[src/rtl/atmega_tim_prescaler_pkg.sv]
// atmega_tim_prescaler_pkg: shared timer constants (GTCCR bit layout)
package atmega_tim_prescaler_pkg;
  localparam int PSRSYNC_BIT = 0;
  localparam int PSRASY_BIT = 1;
  localparam int TSM_BIT = 7;
  localparam logic [7:0] GTCCR_MASK = 8'h83;
endpackage

[src/rtl/atmega_tim_prescaler.sv]
// atmega_tim_prescaler: 10-bit timer prescaler with GTCCR sync/async reset and TSM hold
module atmega_tim_prescaler
  import atmega_tim_prescaler_pkg::*;
#(
  parameter int BUS_ADDR_DATA_LEN = 8,
  parameter int GTCCR_ADDR = 'h43
) (
  input  logic                         clk,
  input  logic                         rst,
  input  logic                         halt,
  input  logic [BUS_ADDR_DATA_LEN-1:0] addr_dat,
  input  logic                         wr_dat,
  input  logic                         rd_dat,
  input  logic [7:0]                   bus_dat_in,
  output logic [7:0]                   bus_dat_out,
  output logic                         clk8,
  output logic                         clk64,
  output logic                         clk256,
  output logic                         clk1024,
  output logic                         tim_halt,
  output logic                         psrasy_pulse
);
  localparam logic [BUS_ADDR_DATA_LEN-1:0] ADDR = BUS_ADDR_DATA_LEN'(GTCCR_ADDR);
  logic [9:0] pres_cnt;
  logic [7:0] gtccr;
  logic       sel;
  logic       psrsync;
  logic       tsm;
  assign sel = addr_dat == ADDR;
  assign psrsync = gtccr[PSRSYNC_BIT];
  assign tsm = gtccr[TSM_BIT];
  // free-running prescaler; a pending sync reset beats halt and increment
  always_ff @(posedge clk or negedge rst)
    if (!rst) pres_cnt <= '0;
    else if (psrsync) pres_cnt <= '0;
    else if (!halt) pres_cnt <= pres_cnt + 10'd1;
  // GTCCR: bus write wins; otherwise reset requests self-clear unless TSM holds them
  always_ff @(posedge clk or negedge rst)
    if (!rst) gtccr <= '0;
    else if (wr_dat && sel) gtccr <= bus_dat_in & GTCCR_MASK;
    else if (!tsm) begin
      gtccr[PSRSYNC_BIT] <= 1'b0;
      gtccr[PSRASY_BIT] <= 1'b0;
    end
  assign clk8 = pres_cnt[2];
  assign clk64 = pres_cnt[5];
  assign clk256 = pres_cnt[7];
  assign clk1024 = pres_cnt[9];
  assign tim_halt = tsm & psrsync;
  assign psrasy_pulse = gtccr[PSRASY_BIT];
  assign bus_dat_out = (rd_dat && sel) ? gtccr : 8'h00;
endmodule
[config.mk]
export PLATFORM = sky130hd
export DESIGN_NAME = atmega_tim_prescaler
export DESIGN_NICKNAME = d
export VERILOG_FILES = /design/src/rtl/atmega_tim_prescaler_pkg.sv /design/src/rtl/atmega_tim_prescaler.sv
export SDC_FILE = /design/constraint.sdc
export NUM_CORES = 1
export LEC_CHECK = 0
export CAP_MARGIN = 5
export CORE_AREA = 2 2 49 60
export DETAILED_ROUTE_END_ITERATION = 10
export DIE_AREA = 0 0 51 62
export PLACE_DENSITY = 0.61
export RECOVER_POWER = 100
export SLEW_MARGIN = 20
export SYNTH_ARGS = -nofsm -noshare
export SYNTH_HDL_FRONTEND = slang
export SYNTH_SLANG_ARGS = --single-unit
[constraint.sdc]
create_clock -name clk -period 1.55 [get_ports clk]
set_input_delay 0.155 -clock clk [delete_from_list [all_inputs] [get_ports clk]]
set_output_delay 0.155 -clock clk [all_outputs]
set_load 0.005 [all_outputs]
After elaboration in Yosys (flattened, before gate mapping)
Cells that the tools add are included.
{ "word_totals": {"latch_bits": 0, "out_inout_bits": 14, "register_bits": 13, "wordCells": 15, "in_bits": 21, "mem_count": 0, "rom_bits": 0, "mem_bits_rw": 0} }
{ "op_classes": {"bitwise": 1, "n_shift": 0, "n_addsub": 1, "magnitude_cmp": 0, "div": 0, "n_mux": 5, "eq_ne": 3, "reduce_logical": 2, "n_mul": 0} }
{ "op_table": {"columns": ["cell", "n"], "rows": [
  ["$mux 10", 2],
  ["$add 10x1->10 const B", 1],
  ["$eq 8x7->1 const B", 1],
  ["$mux 8", 1],
  ["$mux 2", 2],
  ["$ne 2x1->1 const B", 2],
  ["$logic_and 1x1->1", 2],
  ["$and 1x1->1", 1]
]} }

Logic depth before layout (Yosys ltp)
{ "logic_depth": {"ltp_word": 3, "depth_mapped": 4, "ltp_nobuf": 4} }

Least setup slack after synthesis
Ideal clock, no wire load.
{ "synth_path": {"path_kind": "reg-to-reg", "startpoint": "reg pres_cnt[0]", "endpoint": "reg pres_cnt[8]", "n_path_buf": 0, "setup_ns": 0.125, "period_less_slack_ns": 1.360, "required_time_ns": 1.425, "stages_incl_launch_ff": 5, "t_arrival_ns": 1.236, "path_slack_ns": 0.190, "path_cell_list": "dfrtp_1 ha_1 nand3_1 nor4_1 mux2_2"} }
{ "synth_between": {"elab_chain_len": 3} }
{ "synth_lines": {"columns": ["item", "line", "text"], "rows": [
  ["start: declaration", "atmega_tim_prescaler.sv:24", "logic [9:0] pres_cnt;"],
  ["start signal: assignment", "atmega_tim_prescaler.sv:36", "else if (!halt) pres_cnt <= pres_cnt + 10'd1;"],
  ["$add 10x1->10", "atmega_tim_prescaler.sv:36", null],
  ["$mux 10", "atmega_tim_prescaler.sv:36", null],
  ["$mux 10", "atmega_tim_prescaler.sv:35", "else if (psrsync) pres_cnt <= '0;"]
]} }
No other way between the ends. The select of a mux whose other input is x is not followed.
A chain may end at the register's enable or synchronous reset.

Worst setup path in the final report
Ends and elaborated chain as after synthesis.

==> results_dict.tcl <==
set metrics [dict create \
    hold_end "gtccr[0]" \
    synthArstFlopShare 1.00 \
    r2r_start "pres_cnt[0]" \
    cts_buffers 3 \
    maxCapViolCount 0 \
    synth.most_common_cell "dfrtp_1" \
    row_count 21 \
    clk_pin_slew_worst_paths_ns 0.09 \
    postSynthAreaPerCell_um2 9.50 \
    wl_per_cell_um 10.7 \
    placed_cells 141 \
    hold_path_class "in -> reg" \
    yosysWarnings 0 \
    grt_util_met1 0.126 \
    cellLeakagePower_nw 0.543 \
    timing.fmax_ghz 0.681 \
    drc_errors 0 \
    coreArea_um2 2650 \
    syn_area_um2 751 \
    start_util 0.283 \
    htree_levels 1 \
    grt_pass1_wl_mm 2.68 \
    route.vias.total 678 \
    synth_area_leaders "dfrtp_1 43%, mux2_2 7.5%, nor2_1 6.0%, buf_4 5.0%, nor4_1 4.2%" \
    synthTopCellsByCount "13 x dfrtp_1, 12 x nor2_1, 6 x inv_1" \
    finalSetupViolCount 0 \
    vias_per_cell 4.55 \
    end_kind "flip-flop" \
    final_area_um2 1120 \
    hold_path.startpoint "addr_dat[3]" \
    grt_pass1_vias 665 \
    seq_area_frac_synth 0.433 \
    grt_overflow 0 \
    clock_path_buffers 2 \
    syn_inst 79 \
    start_kind "flip-flop" \
    reg2reg_slack_ns 0.08 \
    rr_worst_depth 4 \
    nNetsFinal 138 \
    drtIter0Drc 10 \
    worst_pin_slew_ns 0.749 \
    hold_ws_ns 0.343 \
    synth.distinct_cells 24 \
    crit_required_ns 1.73 \
    grtUsageMet2 0.200 \
    post-route-period-util 0.947 \
    fp.dieW_um 51 \
    slew_violations 0 \
    grt_start_max_net_pins 14 \
    hold_depth 4 \
    multi_input_area_um2 385 \
    grt.met3_usage 0.0239 \
    skew_ns 0.00339 \
    r2r-end "pres_cnt[8]" \
    fin_crit_ns 1.47 \
    run_status "complete, no violations" \
    cts_tree "built" \
    hold_violations 0 \
    yosysTopAreaCell "dfrtp_1" \
    drive_gt1_frac 0.226 \
    synth_edf_count 0 \
    gp_congestion 0.742 \
    track_usage 0.113 \
    synth_flop_cell "dfrtp_1" \
    worstPathArrival_ns 1.65 \
    die_h_um 62 \
    fill_cells 272 \
    grt-busiest-layer "met2" \
    stdcell_count 149 \
    io-pin-count 35 \
    clkSinkCount 13 \
    path_class "reg -> reg" \
    cts_root_buf "clkbuf_4" \
    antenna_found_initial 0 \
    vdd_drop_max_uv 409 \
    power_density_nw_per_um2 1060 \
    slew_headroom 0.501 \
    synth_top_area_share 0.433 \
    ys_ff_latch 13 \
    portBuffers 24 \
    place_area_um2 1050 \
    worstPathMaxFanout 4 \
    wl_mm 1.59 \
    hpwl_mm 1.22 \
    rsz0062_at_grt "false" \
    die_area_um2 3160 \
    first_pass_iters 2 \
    diodes 0 \
    clock_latency_ns 0.28 \
    final_antenna_net_count 0 \
    area_growth_pct 49.2 \
    seq_area_um2 325 \
]
==> how the worst max path moves through the flow <==
stage                     start        endpoint  slack, ns  cells past startpoint
floorplan           pres_cnt[0]     pres_cnt[8]       0.19                      4
global placement    addr_dat[3]  bus_dat_out[0]      -0.29                      5
detailed placement  addr_dat[3]  bus_dat_out[0]      -0.32                      5
CTS                 addr_dat[4]  bus_dat_out[0]      0.004                      6
global route        pres_cnt[0]     pres_cnt[8]      0.003                      4
finish              pres_cnt[0]     pres_cnt[8]       0.08                      4
==> layout make-up <==
class / instances / area share
repair buffers: 35 / 0.284
well taps: 34 / 0.0380
clock buffers: 4 / 0.0235
inverters: 6 / 0.0201
multi-input cells: 57 / 0.344
flip-flops and latches: 13 / 0.291
==> power by group <==
group	internal, mW	leakage, nW	total, mW	switching [mW]
clock network	0.100	0.0150	0.224	0.124
registers	0.437	0.168	0.544	0.107
logic	0.234	0.360	0.414	0.181
==> repair_timing <==
action / CTS / global route
gates resized for setup: 13 / 9
hold buffers: 0 / 0
setup buffers: 3 / 1
pin swaps: 4 / 2
endpoints found under the setup margin: 4 / 6
==> metal layers <==
metal  share of wire  routed length [um]  vias to the layer above
li1                -                   -                      334
met1            0.40                 640                      313
met2            0.51                 818                       27
met3           0.067                 107                        4
met4           0.015                  24                        0
met5               0                   0                        -
==> critical path, stage by stage, from the launching register on <==
cell and delay [ns]:
dfrtp_1 0.40, ha_1 0.20, nand3_1 0.12, nor4_1 0.27
mux2_2 0.37
==> state kept, by name, indices dropped and copies added (netlist names) <==
name / flops
pres_cnt: 10
gtccr: 3
==> cells in the final DEF, fill, tap and decap left out, types with 2 or more instances in the layout <==
master / Yosys / routed
nand2_1: 3 / 3
mux2i_1: 2 / 2
nand4_1: 2 / 2
buf_4: 5 / 9
buf_2: 0 / 3
nor2_2: 0 / 2
clkbuf_1: 1 / 2
conb_1: 1 / 5
nor4_1: 5 / 3
and2b_1: 3 / 3
nor4_2: 0 / 2
mux2_2: 5 / 5
clkdlybuf4s50_1: 0 / 16
nor2_1: 12 / 10
o31ai_1: 2 / 2
or4_1: 2 / 2
nand3_1: 4 / 4
xor2_1: 2 / 2
inv_1: 6 / 6
clkbuf_4: 0 / 3
nor2b_1: 3 / 2
a21oi_1: 2 / 2
dfrtp_1: 13 / 13
dlymetal6s2s_1: 0 / 4
==> metrics by stage <==
stage          setup TNS, ns   util  setup slack, ns  total power [mW]
2_1_floorplan              0      -            0.190             0.764
3_3_place_gp           -1.18  0.395           -0.292             0.924
3_5_place_dp           -1.30  0.395           -0.318             0.946
4_1_cts                    0  0.410          0.00425              1.17
5_1_grt                    0  0.422          0.00276              1.27
6_report                   0  0.422           0.0825              1.18
==> cell families (layout without fill, tap and decap cells) <==
family / count (synthesis) / after routing / synth area share
adders and majority gates: 1 / 1 / 0.0167
AOI/OAI and AO/OA: 4 / 4 / 0.0333
xor gates and xnor gates: 3 / 3 / 0.0350
and+or+nand+nor: 36 / 36 / 0.260
muxes: 8 / 8 / 0.117
buffers and inverters: 13 / 45 / 0.100
other: 1 / 5 / 0.00500
DFF: 13 / 13 / 0.433
No activity file was read; power rests on OpenSTA's default activity.
